File: src/rtl/bcd_serial_add_ctrl.sv
// rtl/bcd_serial_add_ctrl.sv - digit-serial packed BCD adder controller (optional BCD_SUB_EN adds a sub port).
module bcd_serial_add_ctrl #(
  parameter int DIGITS = 4,
  parameter int IDX_W  = 3
) (
  input  logic                clk,
  input  logic                rst_n,
  input  logic                start,
  input  logic [4*DIGITS-1:0] a,
  input  logic [4*DIGITS-1:0] b,
  input  logic                cin,
`ifdef BCD_SUB_EN
  input  logic                sub,
`endif
  output logic [4*DIGITS-1:0] sum,
  output logic                cout,
  output logic                busy,
  output logic                done,
  output logic                err
);

  localparam int W = 4 * DIGITS;
  localparam logic [IDX_W-1:0] LAST = IDX_W'(DIGITS - 1);

  typedef enum logic [1:0] {S_IDLE, S_RUN, S_DONE} state_t;

  state_t             state;
  logic [W-1:0]       opa;
  logic [W-1:0]       opb;
  logic [IDX_W-1:0]   idx;
  logic               carry;
  logic               sub_q;

  logic [IDX_W+1:0]   bit_idx;
  logic [3:0]         da;
  logic [3:0]         db_raw;
  logic [3:0]         db;
  logic [4:0]         raw;
  logic [3:0]         digit;
  logic               carry_nxt;
  logic               digit_bad;

  // opb keeps the original b digits so the err check sees them; the
  // nine's complement for subtraction is applied per digit on the fly.
  always_comb begin
    bit_idx   = {idx, 2'b00};
    da        = opa[bit_idx +: 4];
    db_raw    = opb[bit_idx +: 4];
    db        = sub_q ? (4'd9 - db_raw) : db_raw;
    raw       = {1'b0, da} + {1'b0, db} + {4'b0000, carry};
    digit     = raw[3:0];
    carry_nxt = 1'b0;
    if (raw > 5'd9) begin
      digit     = raw[3:0] + 4'd6;
      carry_nxt = 1'b1;
    end
    digit_bad = (da > 4'd9) | (db_raw > 4'd9);
  end

  always_ff @(posedge clk) begin
    if (!rst_n) begin
      state <= S_IDLE;
      opa   <= '0;
      opb   <= '0;
      idx   <= '0;
      carry <= 1'b0;
      sub_q <= 1'b0;
      sum   <= '0;
      cout  <= 1'b0;
      busy  <= 1'b0;
      done  <= 1'b0;
      err   <= 1'b0;
    end else begin
      case (state)
        S_IDLE: begin
          if (start) begin
            opa   <= a;
            opb   <= b;
            idx   <= '0;
            sum   <= '0;
            err   <= 1'b0;
            busy  <= 1'b1;
`ifdef BCD_SUB_EN
            sub_q <= sub;
            carry <= sub ? 1'b1 : cin;
`else
            sub_q <= 1'b0;
            carry <= cin;
`endif
            state <= S_RUN;
          end
        end
        S_RUN: begin
          sum[bit_idx +: 4] <= digit;
          carry             <= carry_nxt;
          err               <= err | digit_bad;
          if (idx == LAST) begin
            cout  <= carry_nxt;
            done  <= 1'b1;
            state <= S_DONE;
          end else begin
            idx <= idx + 1'b1;
          end
        end
        S_DONE: begin
          done  <= 1'b0;
          busy  <= 1'b0;
          state <= S_IDLE;
        end
        default: begin
          done  <= 1'b0;
          busy  <= 1'b0;
          state <= S_IDLE;
        end
      endcase
    end
  end

endmodule
File: config.mk
export PLATFORM = sky130hd
export DESIGN_NAME = bcd_serial_add_ctrl
export DESIGN_NICKNAME = d
export VERILOG_FILES = /design/src/rtl/bcd_serial_add_ctrl.sv
export SDC_FILE = /design/constraint.sdc
export NUM_CORES = 1
export LEC_CHECK = 0
export CORE_UTILIZATION = 40
export CTS_BUF_LIST = sky130_fd_sc_hd__clkbuf_4 sky130_fd_sc_hd__clkbuf_8
export DETAILED_ROUTE_END_ITERATION = 12
export GPL_TIMING_DRIVEN = 0
export HOLD_SLACK_MARGIN = 0.1
export PLACE_DENSITY = 0.64
export SLEW_MARGIN = 40
export SYNTH_ARGS = -nofsm -noshare
export SYNTH_HDL_FRONTEND = slang
export SYNTH_SLANG_ARGS = --single-unit
File: constraint.sdc
create_clock -name clk -period 6.9 [get_ports clk]
set_clock_uncertainty 0.2 [all_clocks]
set_input_delay 1.035 -clock clk [delete_from_list [all_inputs] [get_ports clk]]
set_output_delay 1.035 -clock clk [all_outputs]
set_load 0.01 [all_outputs]
* Yosys cells after proc, flatten, opt, wreduce, memory -nomap -nowiden
Index checks and enable logic that the tools add are counted.
** Operators by class
- $add $sub $neg :: 5
- Multipliers :: 0
- Div/mod/pow operators :: 0
- Magnitude comparators :: 3
- Equality and inequality tests :: 5
- Shifts and indexed selects :: 4
- Mux-type cells :: 19
- Bitwise gates (word level) :: 4
- Reduce and logical (&&, ||, !) cells :: 9
** Operators by type and width (number)
- 16-bit case mux with 2 select lines :: 1
- 16-bit by 6-bit indexed part select with 4-bit output :: 2
- 16-bit bitwise mux :: 1
- 16-bit 2-to-1 mux :: 1
- 4-bit by 7-bit variable shift with 16-bit output, first input constant :: 1
- 4-bit by 7-bit indexed part select with 16-bit output :: 1
- 2-bit AND reduction :: 6
- 4-bit > comparator, second input constant :: 2
- 1-bit case mux with 2 select lines :: 4
- 5-bit negation with 7-bit output :: 1
- 3-bit 2-to-1 mux :: 2
- 2-bit != test, second input constant :: 3
- 3-bit case mux with 2 select lines :: 1
- 4-bit by 4-bit adder with 5-bit output :: 1
- 5-bit by 1-bit adder with 5-bit output :: 1
- 5-bit by 4-bit > comparator with 1-bit output, second input constant :: 1
- 1-bit 2-to-1 mux :: 5
- 4-bit by 3-bit adder with 4-bit output, second input constant :: 1
- 2-bit 2-to-1 mux :: 2
- 4-bit 2-to-1 mux :: 1
- 2-bit case mux with 2 select lines :: 1
- 3-bit by 1-bit adder with 3-bit output, second input constant :: 1
- 3-bit by 2-bit equality test with 1-bit output, second input constant :: 1
- 3-bit AND reduction :: 1
- other kinds (5) :: 7
** Storage, ports and cells
- Flip-flop bits (word level) :: 58
- Latch bits :: 0
- Bits in writable memories :: 0
- ROM bits :: 0
- Output and inout bits :: 20
- Logic and storage cells :: 59
- Memories kept :: 0

* Logic depth before layout (Yosys ltp)
- Depth in word-level cells :: 8
- Mapped depth :: 13
- Mapped depth without buffers :: 11

* Worst setup path after synthesis
No wires, ideal clock.
- Kind :: register to register
- Start :: register idx[0]
- End :: register sum[14]
- Library setup time :: 114 ps
- Data arrival time :: 3907 ps
- Required time :: 6586 ps
- Path slack :: 2678 ps
- Cell stages (with the launch flop) :: 14
- Clock period less this slack :: 4222 ps
- Path through :: dfxtp_1 buf_2 buf_2 mux4_2 and2_1 fa_1 fa_1 inv_1 ha_1 nor2b_1 a31o_1 o31a_1 o221ai_2 a2bb2o_4
** On the way
- Word-level cells in the longest chain between the ends :: 8
- Elaborated cells between the ends (all ways) :: 12
- Those cells by class :: 4 x add/sub; 1 x order compare; 4 x shift; 3 x mux
** RTL lines
- from (decl) :: RTL line 30 : logic [IDX_W-1:0] idx;
- from (signal assigned) :: RTL line 102 : idx <= idx + 1'b1;
- 16-bit by 6-bit indexed part select with 4-bit output, on equally long branches :: RTL line 47, 48
- 4-bit by 4-bit adder with 5-bit output :: RTL line 50 : raw = {1'b0, da} + {1'b0, db} + {4'b0000, carry};
- 5-bit by 1-bit adder with 5-bit output :: RTL line 50
- 4-bit by 3-bit adder with 4-bit output or 5-bit by 4-bit > comparator with 1-bit output (tied branches) :: RTL line 54, 53
- 4-bit 2-to-1 mux :: RTL line 53 : if (raw > 5'd9) begin
- 4-bit by 7-bit indexed part select with 16-bit output :: RTL line 94 : sum[bit_idx +: 4] <= digit;
- 16-bit bitwise mux * :: RTL line 94
- 16-bit case mux with 2 select lines * :: RTL line 74 : case (state)
- to (signal, indexed assignment) :: RTL line 94
- to (decl) :: RTL line 15 : output logic [4*DIGITS-1:0] sum,
Every way passes the cells marked *; elsewhere a longest branch is shown, timed or not.
A chain may end at the register's enable or synchronous reset.

* Worst setup path after layout
Same ends and word-level chain as after synthesis.

==> flow_summary.yaml <==
run_status:
  status: "finished, final reports clean"
pwr:
  power.density_nw_per_um2: 230
  p_seq_share_pct: 43.1
  combinationalPowerShare_pct: 17.0
  ir_worst_vdd_v: 0.000102
  total_switching_power_w: 0.000216
  intPower_w: 0.000612
  swShare_pct: 26.1
  p_leak_nw: 1.32
  clock_power_share_pct: 39.9
detailed_routing:
  wl_per_cell_um: 14.2
  drc_errors: 0
  wl_met2_mm: 3.04
  wl_met1_mm: 3.11
  wl_met3_um: 443
  firstDrtPassIters: 4
  top_layer: "met4"
  vias: 2466
  ant_nets: 0
  drt_iter0_drc: 106
  drt_wl_total_mm: 6.63
  vias_per_cell: 5.28
global_route:
  grt.total_usage_pct: 19.9
  overflow: 0
  grt_pass1_vias: 2334
  grt_first_pass_wirelength_mm: 11.0
  grt_max_degree: 11
  antenna_found_initial: 0
final_layout:
  design_area_um2: 3600
  diodes: 0
  fillers: 610
  drive_above_1_share_pct: 7.44
  area_growth_pct: 31.1
  final_nets: 432
clock_tree:
  postCtsSetupRepairBufs: 0
  cts-root-buf: "clkbuf_8"
  cts.repair.resized: 0
  cts_made_buffers: 9
  cts_buffer_depth: 2
  clkTransAtPathRegs_ns: 0.07
  cts.hold.buffers_added: 0
  clkSinkCount: 58
  cts_tree: "built"
  htreeDepth: 3
  clkLatencyLatePin_ns: 0.34
min_path:
  hold_class: "flop to flop"
  whs_path_depth: 2
  hold_end: "opa[15]$_SDFFE_PN0P_"
  min_from: "opa[15]$_SDFFE_PN0P_"
synth:
  seq_area_frac_synth_pct: 42.3
  synth_area_leaders: "dfxtp_1, nand2_1, a21oi_1"
  synth_most_common_cell: "nand2_1"
  synth_cell_types: 47
  synth_cells: 320
  synth_top_area_cell: "dfxtp_1"
  synthArstFlopShare_pct: 0
  netlist_top_cells_count: "nand2_1, dfxtp_1, a21oi_1"
  synth_flop_cell: "dfxtp_1"
  synth_seq_cells: 58
  ys_warn_count: 0
  syn_area_um2: 2750
  synth-edff-count: 0
  avgSynthCellArea_um2: 8.58
  synth_nets: 366
  yosysTopAreaCellShare_pct: 42.3
floorplanning:
  dieArea_um2: 7200
  die_x_um: 84.8
  start_util_pct: 42.3
  core_um2: 6490
  die_y_um: 84.8
  ioPinCount: 56
  placementRows: 29
timing:
  worstMarginPinSlew_ns: 0.756
  slew_headroom_pct: 49.5
  report.final.setup_viol: 0
  period_share_pct: 67.9
  hold_viol: 0
  slew_violations: 0
  clock.fmax_ghz: 0.213
  min_period_ns: 4.69
  grt_setup_unrepaired: "no"
  setup_tns_ns: 0
setup_path:
  crit_required_ns: 6.94
  r2r-start: "idx[0]$_SDFFE_PN0P_"
  end_kind: "flop"
  crit_arrival_ns: 4.72
  r2r_slack_ns: 2.21
  r2r-end: "sum[14]$_SDFFE_PN0P_"
  crit_path_max_fanout: 10
  startpoint_type: "flop"
  path_class: "flop to flop"
  reg2regPathDepth: 13
placement:
  placedInstanceArea_um2: 3390
  post-dp-hpwl_mm: 4.90
  place_congestion: 0.808
  portBuffers: 55
run:
  max_cap_viol_count: 0
[area by class of cell]
class,instances,area (um^2),share of cell area [%]
multi-input cells,232,1470,40.8
flip-flops and latches,58,1160,32.3
plain buffers,18,70.1,1.95
inverters,12,45.0,1.25
repair buffers,55,551,15.3
clock inverters,6,82.6,2.29
well taps,77,96.3,2.68
clock buffers,9,124,3.44
[sequential cells by signal, indices dropped and copies added, names as in the netlist]
| register | flops |
|---|---|
| state | 2 |
| cout | 1 |
| opa | 16 |
| carry | 1 |
| done | 1 |
| opb | 16 |
| sum | 16 |
| err | 1 |
| idx | 3 |
| busy | 1 |
[critical path, cell delays in order, from the launching register on]
cell      delay [ns]
dfxtp_1         0.33
buf_2           0.25
buf_2           0.28
mux4_2          0.52
and2_1          0.18
fa_1            0.43
fa_1            0.62
inv_1           0.16
ha_1            0.23
nor2b_1         0.13
a31o_1          0.25
o31a_1          0.41
o221ai_2        0.34
a2bb2o_4        0.24
[layout by cell type (no fill, tap or decap), drive strengths merged, types with 3 or more instances in the layout]
| cell | count |
|---|---|
| nand3 | 3 |
| a21o | 3 |
| a21oi | 47 |
| nor2b | 3 |
| a2bb2oi | 3 |
| nor3 | 6 |
| nor2 | 21 |
| a22oi | 4 |
| clkdlybuf4s50 | 55 |
| ha | 8 |
| o21ai | 3 |
| inv | 12 |
| clkbuf | 25 |
| dfxtp | 58 |
| nand2 | 69 |
| clkinv | 3 |
| mux4 | 8 |
| and2 | 10 |
| a32o | 7 |
| nand2b | 4 |
[worst max-delay path by stage]
stage / start / to / slack, ns / depth (start not counted)
3_3_place_gp: idx[0]$_SDFFE_PN0P_ / sum[14]$_SDFFE_PN0P_ / 2.17 / 13
3_5_place_dp: idx[0]$_SDFFE_PN0P_ / sum[14]$_SDFFE_PN0P_ / 2.17 / 13
6_report: idx[0]$_SDFFE_PN0P_ / sum[14]$_SDFFE_PN0P_ / 2.21 / 13
4_1_cts: idx[0]$_SDFFE_PN0P_ / sum[14]$_SDFFE_PN0P_ / 2.18 / 13
5_1_grt: idx[0]$_SDFFE_PN0P_ / sum[14]$_SDFFE_PN0P_ / 1.95 / 13
2_1_floorplan: idx[0]$_SDFFE_PN0P_ / sum[14]$_SDFFE_PN0P_ / 2.68 / 13
[kinds of logic after synthesis]
kind of cell | after synthesis | synth area share (%)
AND/OR/NAND/NOR | 125 | 20.1
AO/OA/AOI/OAI | 87 | 21.1
flip-flops | 58 | 42.3
buffers and inverters | 30 | 4.19
adder cells (fa/ha/maj) | 10 | 5.11
multiplexers | 8 | 6.56
XOR/XNOR | 2 | 0.638
[power groups by stage]
stage	Combinational (W)	Clock, W	Sequential [W]
finish	0.000140	0.000330	0.000357
global route	0.000156	0.000350	0.000358
CTS	0.000141	0.000336	0.000357
detailed placement	0.000140	0	0.000364
global placement	0.000139	0	0.000364
floorplan	0.0000908	0	0.000363
[per-layer routing]
layer / track usage (%) / vias up
li1: - / 1259
met1: 26.0 / 1134
met2: 32.2 / 69
met3: 4.57 / 4
met4: 7.55 / 0
met5: 0 / -
[per-stage QoR]
stage	cells	hold WS [ns]	worst slack, ns	utilization [%]	total power (W)
floorplan	320	0.233	2.68	-	0.000453
global placement	452	0.239	2.17	52.2	0.000503
detailed placement	452	0.247	2.17	52.2	0.000504
CTS	467	0.257	2.18	55.4	0.000834
global route	467	0.273	1.95	55.4	0.000864
finish	467	0.254	2.21	55.4	0.000827
No activity file was read; power rests on OpenSTA's default activity.
